## config.mk

```make
export PLATFORM = sky130hd
export DESIGN_NAME = latch_rf_wr_sched_flat
export DESIGN_NICKNAME = d
export VERILOG_FILES = /design/src/rtl/latch_rf_wr_sched_pkg.sv /design/src/rtl/latch_rf_wr_sched_if.sv /design/src/rtl/latch_rf_wr_sched_arb.sv /design/src/rtl/latch_rf_wr_sched.sv /design/src/flat_wrapper.sv
export SDC_FILE = /design/constraint.sdc
export NUM_CORES = 1
export LEC_CHECK = 0
export ABC_AREA = 1
export CAP_MARGIN = 5
export CORE_UTILIZATION = 40
export DETAILED_ROUTE_END_ITERATION = 6
export PLACE_DENSITY = 0.75
export SLEW_MARGIN = 20
export SYNTH_ARGS = -nofsm -noshare
export SYNTH_HDL_FRONTEND = slang
export SYNTH_SLANG_ARGS = --single-unit
```

## constraint.sdc

```tcl
create_clock -name CLK -period 1.25 [get_ports CLK]
set_input_delay 0.1875 -clock CLK [delete_from_list [all_inputs] [get_ports CLK]]
set_output_delay 0.1875 -clock CLK [all_outputs]
set_load 0.02 [all_outputs]
```

## src/rtl/latch_rf_wr_sched_pkg.sv

```systemverilog
// Shared types for the latch register-file write scheduler.
// LATCH_RF_PARITY_EN widens the latch data bus by one even-parity bit.
`timescale 1ns/1ps
package latch_rf_pkg;

    typedef enum logic [2:0] {IDLE, SETUP, OPEN, HOLD, CLEAR} state_e;
    typedef enum logic {REQ_A, REQ_B} req_id_e;

`ifdef LATCH_RF_PARITY_EN
    localparam int PAR_W = 1;
`else
    localparam int PAR_W = 0;
`endif

    // LAT_D_W for a given payload width
    function automatic int lat_d_w(input int data_w);
        return data_w + PAR_W;
    endfunction

endpackage

```

## src/rtl/latch_rf_wr_sched_if.sv

```systemverilog
// Requester, clear and latch-array signals of the write scheduler.
// lat_d width follows LATCH_RF_PARITY_EN through latch_rf_pkg.
`timescale 1ns/1ps
interface latch_rf_wr_sched_if #(
    parameter int DEPTH  = 16,
    parameter int ADDR_W = 4,
    parameter int DATA_W = 8
);
    localparam int LD_W = latch_rf_pkg::lat_d_w(DATA_W);

    logic              a_valid, a_ready;
    logic [ADDR_W-1:0] a_addr;
    logic [DATA_W-1:0] a_data;
    logic              b_valid, b_ready;
    logic [ADDR_W-1:0] b_addr;
    logic [DATA_W-1:0] b_data;
    logic              clr_req, clr_ack;
    logic [LD_W-1:0]   lat_d;
    logic [DEPTH-1:0]  lat_en;
    logic              lat_rstb;
    logic              busy;
    logic              addr_err;

    modport master (
        output a_valid, a_addr, a_data, b_valid, b_addr, b_data, clr_req,
        input  a_ready, b_ready, clr_ack, lat_d, lat_en, lat_rstb, busy, addr_err
    );
    modport slave (
        input  a_valid, a_addr, a_data, b_valid, b_addr, b_data, clr_req,
        output a_ready, b_ready, clr_ack, lat_d, lat_en, lat_rstb, busy, addr_err
    );
endinterface

```

## src/rtl/latch_rf_wr_sched_arb.sv

```systemverilog
// Two-way round-robin arbiter; the pointer moves past whichever side was granted.
`timescale 1ns/1ps
module latch_rf_rr_arb
    import latch_rf_pkg::*;
(
    input  logic       CLK,
    input  logic       RSTB,
    input  logic [1:0] vld,
    input  logic       en,
    output logic [1:0] gnt
);
    req_id_e ptr, pick;

    always_comb begin
        pick = ptr;
        if (vld == 2'b01)      pick = REQ_A;
        else if (vld == 2'b10) pick = REQ_B;
        gnt = 2'b00;
        if (en && (|vld)) gnt = (pick == REQ_B) ? 2'b10 : 2'b01;
    end

    always_ff @(posedge CLK or negedge RSTB) begin
        if (!RSTB)
            ptr <= REQ_A;
        else if (en && (|vld))
            ptr <= (pick == REQ_A) ? REQ_B : REQ_A;
    end
endmodule

```

## src/rtl/latch_rf_wr_sched.sv

```systemverilog
// Write scheduler for an SR-latch register file: arbitrates A/B, sequences
// setup/open/hold around a one-hot enable and runs bulk clears. Option: LATCH_RF_PARITY_EN.
`timescale 1ns/1ps
module latch_rf_wr_sched
    import latch_rf_pkg::*;
#(
    parameter int DEPTH     = 16,
    parameter int ADDR_W    = 4,
    parameter int DATA_W    = 8,
    parameter int SETUP_CYC = 1,
    parameter int OPEN_CYC  = 1,
    parameter int HOLD_CYC  = 1,
    parameter int CLR_CYC   = 2
) (
    input logic CLK,
    input logic RSTB,
    latch_rf_wr_sched_if.slave bus
);
    localparam int LD_W   = lat_d_w(DATA_W);
    localparam int MAX_SO = (SETUP_CYC > OPEN_CYC) ? SETUP_CYC : OPEN_CYC;
    localparam int MAX_HC = (HOLD_CYC > CLR_CYC) ? HOLD_CYC : CLR_CYC;
    localparam int MAXC   = (MAX_SO > MAX_HC) ? MAX_SO : MAX_HC;
    localparam int CNT_W  = (MAXC > 1) ? $clog2(MAXC) : 1;

    state_e            state, nxt;
    logic [CNT_W-1:0]  cnt;
    logic              arb_en, grant;
    logic [1:0]        gnt;
    logic [ADDR_W-1:0] cap_addr, g_addr;
    logic [DATA_W-1:0] g_data;
    logic [LD_W-1:0]   g_word;
    logic              oob;
    logic [DEPTH-1:0]  dec;

    latch_rf_rr_arb u_arb (
        .CLK  (CLK),
        .RSTB (RSTB),
        .vld  ({bus.b_valid, bus.a_valid}),
        .en   (arb_en),
        .gnt  (gnt)
    );

    // Ready is combinational from the grant; forced low while reset is held
    assign grant       = |gnt;
    assign bus.a_ready = RSTB & gnt[0];
    assign bus.b_ready = RSTB & gnt[1];
    assign g_addr      = gnt[1] ? bus.b_addr : bus.a_addr;
    assign g_data      = gnt[1] ? bus.b_data : bus.a_data;

`ifdef LATCH_RF_PARITY_EN
    assign g_word = {^g_data, g_data};
`else
    assign g_word = g_data;
`endif

    assign oob = 32'(cap_addr) >= DEPTH;

    always_comb begin
        dec = '0;
        for (int i = 0; i < DEPTH; i++)
            dec[i] = (cap_addr == ADDR_W'(i));
    end

    always_ff @(posedge CLK or negedge RSTB) begin
        if (!RSTB) begin
            state <= IDLE;
            cnt   <= '0;
        end else begin
            state <= nxt;
            cnt   <= (nxt != state || state == IDLE) ? '0 : cnt + 1'b1;
        end
    end

    always_comb begin
        nxt    = state;
        arb_en = 1'b0;
        case (state)
            IDLE: begin
                if (bus.clr_req) nxt = CLEAR;
                else begin
                    arb_en = 1'b1;
                    if (grant) nxt = SETUP;
                end
            end
            SETUP:   if (cnt == CNT_W'(SETUP_CYC - 1)) nxt = OPEN;
            OPEN:    if (cnt == CNT_W'(OPEN_CYC - 1))  nxt = HOLD;
            HOLD:    if (cnt == CNT_W'(HOLD_CYC - 1))  nxt = IDLE;
            CLEAR:   if (cnt == CNT_W'(CLR_CYC - 1))   nxt = IDLE;
            default: nxt = IDLE;
        endcase
    end

    // Outputs are decoded from the next state so each lines up with its state cycle
    always_ff @(posedge CLK or negedge RSTB) begin
        if (!RSTB) begin
            cap_addr     <= '0;
            bus.lat_d    <= '0;
            bus.lat_en   <= '0;
            bus.lat_rstb <= 1'b1;
            bus.clr_ack  <= 1'b0;
            bus.busy     <= 1'b0;
            bus.addr_err <= 1'b0;
        end else begin
            if (grant) begin
                cap_addr  <= g_addr;
                bus.lat_d <= g_word;
            end
            bus.lat_en   <= (nxt == OPEN && !oob) ? dec : '0;
            bus.addr_err <= (state == SETUP) && (nxt == OPEN) && oob;
            bus.lat_rstb <= (nxt != CLEAR);
            bus.clr_ack  <= (state == CLEAR) && (nxt == IDLE);
            bus.busy     <= (nxt != IDLE);
        end
    end
endmodule

```

## src/flat_wrapper.sv

```systemverilog
// flat-port wrapper written by rule: the top's interface ports become plain ports
module latch_rf_wr_sched_flat import latch_rf_pkg::*;
#(
    parameter int DEPTH     = 16,
    parameter int ADDR_W    = 4,
    parameter int DATA_W    = 8,
    parameter int SETUP_CYC = 1,
    parameter int OPEN_CYC  = 1,
    parameter int HOLD_CYC  = 1,
    parameter int CLR_CYC   = 2
)
  (CLK, RSTB, bus_a_valid, bus_a_addr, bus_a_data, bus_b_valid, bus_b_addr, bus_b_data, bus_clr_req, bus_a_ready, bus_b_ready, bus_clr_ack, bus_lat_d, bus_lat_en, bus_lat_rstb, bus_busy, bus_addr_err);
  latch_rf_wr_sched_if #(.DEPTH(DEPTH), .ADDR_W(ADDR_W), .DATA_W(DATA_W)) bus_i ();
  input logic CLK;
  input logic RSTB;
  input wire logic [$bits(bus_i.a_valid)-1:0] bus_a_valid;
  input wire logic [$bits(bus_i.a_addr)-1:0] bus_a_addr;
  input wire logic [$bits(bus_i.a_data)-1:0] bus_a_data;
  input wire logic [$bits(bus_i.b_valid)-1:0] bus_b_valid;
  input wire logic [$bits(bus_i.b_addr)-1:0] bus_b_addr;
  input wire logic [$bits(bus_i.b_data)-1:0] bus_b_data;
  input wire logic [$bits(bus_i.clr_req)-1:0] bus_clr_req;
  output wire logic [$bits(bus_i.a_ready)-1:0] bus_a_ready;
  output wire logic [$bits(bus_i.b_ready)-1:0] bus_b_ready;
  output wire logic [$bits(bus_i.clr_ack)-1:0] bus_clr_ack;
  output wire logic [$bits(bus_i.lat_d)-1:0] bus_lat_d;
  output wire logic [$bits(bus_i.lat_en)-1:0] bus_lat_en;
  output wire logic [$bits(bus_i.lat_rstb)-1:0] bus_lat_rstb;
  output wire logic [$bits(bus_i.busy)-1:0] bus_busy;
  output wire logic [$bits(bus_i.addr_err)-1:0] bus_addr_err;
  assign bus_i.a_valid = bus_a_valid;
  assign bus_i.a_addr = bus_a_addr;
  assign bus_i.a_data = bus_a_data;
  assign bus_i.b_valid = bus_b_valid;
  assign bus_i.b_addr = bus_b_addr;
  assign bus_i.b_data = bus_b_data;
  assign bus_i.clr_req = bus_clr_req;
  assign bus_a_ready = bus_i.a_ready;
  assign bus_b_ready = bus_i.b_ready;
  assign bus_clr_ack = bus_i.clr_ack;
  assign bus_lat_d = bus_i.lat_d;
  assign bus_lat_en = bus_i.lat_en;
  assign bus_lat_rstb = bus_i.lat_rstb;
  assign bus_busy = bus_i.busy;
  assign bus_addr_err = bus_i.addr_err;
  latch_rf_wr_sched #(.DEPTH(DEPTH), .ADDR_W(ADDR_W), .DATA_W(DATA_W), .SETUP_CYC(SETUP_CYC), .OPEN_CYC(OPEN_CYC), .HOLD_CYC(HOLD_CYC), .CLR_CYC(CLR_CYC)) u_core (.CLK(CLK), .RSTB(RSTB), .bus(bus_i));
endmodule
```

==> run metrics, run 1 <==
Clk Latency, worst-skew pair=280 ps; peak supply drop=953.3 µV; DR WL/cell=10.91 µm; Port Buffers=57; first-pass GRT wire length=6.382 mm; final instance area=0.002542 mm²; Reg-to-Reg End=u_core.cap_addr[1]$_DFFE_PN0P_; TritonCTS buffer count=5; post-DP HPWL=2.572 mm; CTS H-tree depth=2; Slew Limit Fails=0; dpl ws=-688.9 ps; Fin. Hold Viols=0; CTS tree=built; First DRT Iteration DRCs=69; P per Cell Area=2001 mW/mm²; Area Growth Syn to Fin=53.01%; DRT Pass-1 Iters=4; CP Cell Sequence=nor2_4 > nand2_4 > nor2_8 > nand2_2 > nor2_4 > buf_6; RSZ-0062 raised after global routing=true; fin crit period=1475 ps; Reg clk slew, reported paths=70 ps; CP Capture Point=bus_a_ready; met3 WL=299 µm; share of post-route cells with drive strength above 1=18.51%; Yosys reg bits=36; Net Count, Synth=230; Die Ht=66.45 µm; FF-to-FF path depth=6; clock sinks=36; origin of the worst setup path=u_core.state[1]$_DFF_PN0_; Synth warnings=0; routed via count=1491; CP max stage cell=dfrtp_1; synthesized area=0.001662 mm²; Achievable Freq=678.2 MHz; Cell Area, Placed=0.002359 mm²; Worst setup SP type=flop; Routed Antenna Nets=0; post-synthesis sequential area ratio=54.29%; critical path arrival=1290 ps; r2r setup slk=-60 ps; most common cell after layout, fill and taps aside=nand2_1; IO Count=59; Maximum Capacitance Violations=0; Crit path required time=1060 ps; DR WL met2=1.770 mm; Diodes inserted=0; GRT Util Overall=19.48%; DRC errors left=0; Cell variety after synth=21; vias per cell=4.505; Worst Setup End Kind=primary output; failing checks=negative setup slack; area taken by multi-input logic gates=658.1 µm²; Syn Area/Cell=8.267 µm²; gpl congestion=0.8011; Rows=23; most frequent cells in the layout=46 x nand2_1, 35 x dfrtp_1, 27 x inv_1, 27 x dlygate4sd2_1, 26 x clkdlybuf4s50_1; setup ws final=-224.5 ps; worst reg2reg path startpoint=u_core.state[1]$_DFF_PN0_; M1 wire length=1.485 mm; FILL cells=360; most numerous cell on the critical path=nor2_4; largest net degree at the start of global routing=37; CP max FO=3; final net count=309; Syn Inst Count=201; Finished Core Util=63.56%; drt total wl=3.610 mm; highest metal used=met4; starting density of the core=41.54%; Final setup viols=25; max incr delay on CP=410 ps; register area=902.1 µm²; die area=0.004416 mm²; vias in the first global route=1511; P_leak=1.341 nW; worst hold margin=460.7 ps; status=finished, violations left; Clock Root Buffer=clkbuf_8; WS Path Type=flop to primary output; Core Footprint=0.004000 mm²; fin crit share=118.0%; Congestion Overflow GR=0; HP Class=primary input to flop; die width=66.45 µm; Clock Path Buffers=2; initial antenna violation count=0; clk_skew=9.373 ps
## per-layer routing
layer  up-vias  GRT usage (%)
met5         -              0
met1       656          20.98
li1        776              -
met4         0          6.915
met3         7          7.877
met2        52          34.18
## cells in the mapped netlist
| master | number | area share (%) |
|---|---|---|
| nand4_2 | 1 | 0.75 |
| nor2_8 | 1 | 1.2 |
| inv_1 | 31 | 7.0 |
| conb_1 | 1 | 0.23 |
| nand2_4 | 1 | 0.68 |
| dfstp_2 | 1 | 1.6 |
| nor2_4 | 1 | 0.68 |
| nand3_2 | 1 | 0.60 |
| buf_2 | 2 | 0.60 |
| buf_4 | 2 | 0.90 |
| a21oi_1 | 12 | 3.6 |
| nor2_1 | 27 | 6.1 |
| nand2_1 | 49 | 11 |
| nand3_1 | 17 | 5.1 |
| buf_6 | 1 | 0.68 |
| nand4_1 | 3 | 1.1 |
| clkbuf_4 | 1 | 0.45 |
| nor2_2 | 1 | 0.38 |
| dfrtp_1 | 35 | 53 |
| o21ai_1 | 12 | 3.6 |
| buf_8 | 1 | 0.90 |
## power by group
group	switching [mW]	leakage (nW)	internal (mW)
logic	1.42	0.813	0.962
clock network	0.396	0.0552	0.592
registers	0.206	0.473	1.51
total	2.03	1.34	3.06
## registers in the layout, summed over array words and instances, names as in the netlist
signal and count:
u_core.bus.lat_en 16, u_core.bus.lat_d 8, u_core.cap_addr 4, u_core.state 3, u_core.bus.busy 1, u_core.bus.clr_ack 1
u_core.bus.lat_rstb 1, u_core.cnt 1, u_core.u_arb.ptr 1
## worst min path at each step
stage                     slack [ps]                         endpoint  cells past startpoint        start
final                            460     u_core.u_arb.ptr$_DFFE_PN0N_                      4  bus_clr_req
after CTS                        460     u_core.u_arb.ptr$_DFFE_PN0N_                      4  bus_clr_req
after global placement           280  u_core.bus.lat_d[0]$_DFFE_PN0P_                      2         RSTB
after global routing             480     u_core.u_arb.ptr$_DFFE_PN0N_                      4  bus_clr_req
after floorplan                 -110        u_core.bus.busy$_DFF_PN0_                      0         RSTB
after detailed placement         290  u_core.bus.lat_d[1]$_DFFE_PN0P_                      2         RSTB
## kinds of logic after synthesis
group	Yosys count	share of synthesized area (%)
buffers and inverters	38	10.54
AND/OR/NAND/NOR	102	27.71
flip-flops	36	54.29
other	1	0.2257
AO/OA/AOI/OAI	24	7.229
## timing repair
item,CTS,global route
setup buffers,1,4
resized for setup,51,8
hold buffers,1,0
hold endpoints to repair,35,0
endpoints found under the setup margin,58,35
gates cloned,1,0
pin swaps,5,3
## metrics by stage
stage | std cells | power [mW] | TNS, ps
5_1_grt | 331 | 5.501 | -4040
6_report | 331 | 5.087 | -1410
2_1_floorplan | 201 | 3.064 | -204.7
3_5_place_dp | 316 | 3.956 | -11520
4_1_cts | 327 | 4.962 | -1238
3_3_place_gp | 316 | 3.914 | -10970
## critical path, delay by kind of cell (launching register included)
kind,cells,cell delay (ps)
flip-flops,1,410
AND/OR/NAND/NOR,5,480
buffers and inverters,1,110
## final cells by class
class                   count  share of cell area (%)
inverters                  31                   4.675
clock inverters             2                   1.378
clock buffers               6                   2.854
multi-input cells         128                   25.89
well taps                  50                   2.461
flip-flops and latches     36                   35.48
repair buffers             78                   27.26
(Power assumes the default switching activity.)
==> run 2: changes to the inputs <==
- CTS_BUF_LIST: default -> sky130_fd_sc_hd__clkbuf_16
==> run metrics, run 2 (synthesized netlist as in run 1, its figures left out) <==
clk_skew=4.812 ps (was 9.373 ps); failing checks=negative setup slack (unchanged); HP Class=primary input to flop (unchanged); Achievable Freq=683.2 MHz (was 678.2 MHz); fin crit share=117.1% (was 118.0%); CP Depth=6 (unchanged); Finished Core Util=65.06% (was 63.56%); die area=0.004416 mm² (unchanged); origin of the worst setup path=u_core.state[1]$_DFF_PN0_ (unchanged); Crit path required time=1060 ps (about the same); status=finished, violations left (unchanged); Routed Antenna Nets=0 (unchanged); largest net degree at the start of global routing=37 (unchanged); CTS tree=built (unchanged); share of post-route cells with drive strength above 1=18.93% (was 18.51%); Worst setup SP type=flop (unchanged); routed via count=1514 (was 1491); Biggest register=u_core.bus.lat_en (unchanged); Core Footprint=0.004000 mm² (unchanged); CP Capture Point=bus_a_ready (unchanged); setup ws final=-213.7 ps (was -224.5 ps); Area Growth Syn to Fin=56.63% (was 53.01%); critical path arrival=1280 ps (was 1290 ps); Congestion Overflow GR=0 (unchanged); FF-to-FF path depth=6 (unchanged); delay-heaviest family, CP=simple AND/OR/NAND/NOR gates (unchanged); dpl ws=-688.9 ps (unchanged); r2r setup slk=-70 ps (was -60 ps); vias per cell=4.588 (was 4.505); CP Cell Sequence=nor2_4 > nand2_4 > nor2_8 > nand2_2 > nor2_4 > buf_6 (unchanged); Clk Latency, worst-skew pair=270 ps (was 280 ps); TritonCTS buffer count=5 (unchanged); RSZ-0062 raised after global routing=true (unchanged); fin crit period=1464 ps (was 1475 ps); Reg-to-Reg End=u_core.bus.lat_d[1]$_DFFE_PN0P_ (was u_core.cap_addr[1]$_DFFE_PN0P_); Reg clk slew, reported paths=50 ps (was 70 ps); Port Buffers=57 (unchanged); GRT Util Overall=19.56% (was 19.48%); Final setup viols=25 (unchanged); Worst Setup End Kind=primary output (unchanged); vias in the first global route=1519 (was 1511); most numerous cell on the critical path=nor2_4 (unchanged); drt total wl=3.645 mm (was 3.610 mm); initial antenna violation count=0 (unchanged); starting density of the core=41.54% (unchanged); Clock Root Buffer=clkbuf_16 (was clkbuf_8); DR WL/cell=11.05 µm (was 10.91 µm); CP max stage cell=dfrtp_1 (unchanged); CTS H-tree depth=2 (unchanged); first-pass GRT wire length=6.361 mm (was 6.382 mm); gpl congestion=0.8011 (unchanged); First DRT Iteration DRCs=90 (was 69); peak supply drop=915.1 µV (was 953.3 µV); max incr delay on CP=400 ps (was 410 ps); IO Count=59 (unchanged); CP max FO=3 (unchanged); Maximum Capacitance Violations=0 (unchanged); Diodes inserted=0 (unchanged); WS Path Type=flop to primary output (unchanged); Slew Limit Fails=0 (unchanged); max reg flops=16 (unchanged); clock sinks=36 (unchanged); DRT Pass-1 Iters=4 (unchanged); die width=66.45 µm (unchanged); most common cell after layout, fill and taps aside=nand2_1 (unchanged); Die Ht=66.45 µm (unchanged); worst reg2reg path startpoint=u_core.state[1]$_DFF_PN0_ (unchanged); Clock Path Buffers=2 (unchanged); Fin. Hold Viols=0 (unchanged); post-DP HPWL=2.572 mm (unchanged); P_leak=1.368 nW (was 1.341 nW); Rows=23 (unchanged); Top Registers=u_core.bus.lat_en: 16 flops, u_core.bus.lat_d: 8 flops, u_core.cap_addr: 4 flops (unchanged); FILL cells=347 (was 360); most frequent cells in the layout=45 x nand2_1, 35 x dfrtp_1, 28 x inv_1 (was 46 x nand2_1, 35 x dfrtp_1, 27 x inv_1, 27 x dlygate4sd2_1, 26 x clkdlybuf4s50_1); final net count=308 (was 309); P per Cell Area=2096 mW/mm² (was 2001 mW/mm²); worst path bufs/invs=1 (unchanged); DRC errors left=0 (unchanged)
## run 2: changes by cell type in the layout (fill, tap and decap cells not counted), sizes merged
| cell | change |
|---|---|
| buf | -2 |
| clkbuf | -1 |
| clkdlybuf4s15 | +1 |
| inv | +1 |
## run 2: report_power, final
group	total (mW)	internal (mW)	switching [mW]
sequential	1.72	1.51	0.205
clock	1.36	0.928	0.434
combinational	2.38	0.952	1.43
## run 2: final cells by class
type                            instances  area, µm²  share of cell area, %
Clock buffer                            5      125.1                  4.808
Clock inverter                          3      38.79                  1.490
Inverter                               31      118.9                  4.567
Multi-Input combinational cell        128      663.1                  25.48
Sequential cell                        36      902.1                  34.66
Tap cell                               50      62.56                  2.404
Timing Repair Buffer                   77      691.9                  26.59
## run 2: tightest hold or removal path, stage by stage
cell,delay [ps]
dlygate4sd2_1,310
nor2_8,70
nand2_2,80
nand2_1,50
## run 2: repair_timing
item,in CTS,in global routing
pin swaps,5,4
resized for setup,53,7
endpoints found under the setup margin,58,34
cloned,1,0
hold buffers,1,0
setup buffers,1,3
endpoints found under the hold margin,8,0
## run 2: worst min-delay path by stage
stage,slack [ps],cells after the start,startpoint,end
final,480,4,bus_clr_req,u_core.u_arb.ptr$_DFFE_PN0N_
after global routing,500,4,bus_clr_req,u_core.u_arb.ptr$_DFFE_PN0N_
after CTS,480,4,bus_clr_req,u_core.u_arb.ptr$_DFFE_PN0N_
after detailed placement,290,2,RSTB,u_core.bus.lat_d[1]$_DFFE_PN0P_
after global placement,280,2,RSTB,u_core.bus.lat_d[0]$_DFFE_PN0P_
after floorplan,-110,0,RSTB,u_core.bus.busy$_DFF_PN0_
## run 2: per-layer routing
metal / track usage [%] / wire [µm]
met1: 20.79 / 1482
met2: 34.57 / 1821
met3: 7.021 / 308
met4: 8.511 / 33
met5: 0 / 0
## run 2: stage by stage
step                cells  area, µm²  hold WS, ps  setup TNS, ps  power [mW]
floorplan             201       1677       -108.1         -204.7       3.064
global placement      316       2359        280.7         -10970       3.914
detailed placement    316       2359        286.8         -11520       3.956
CTS                   327       2560        477.5          -1229       5.361
global route          330       2603        502.8          -4046       5.870
finish                330       2603        478.5          -1407       5.456
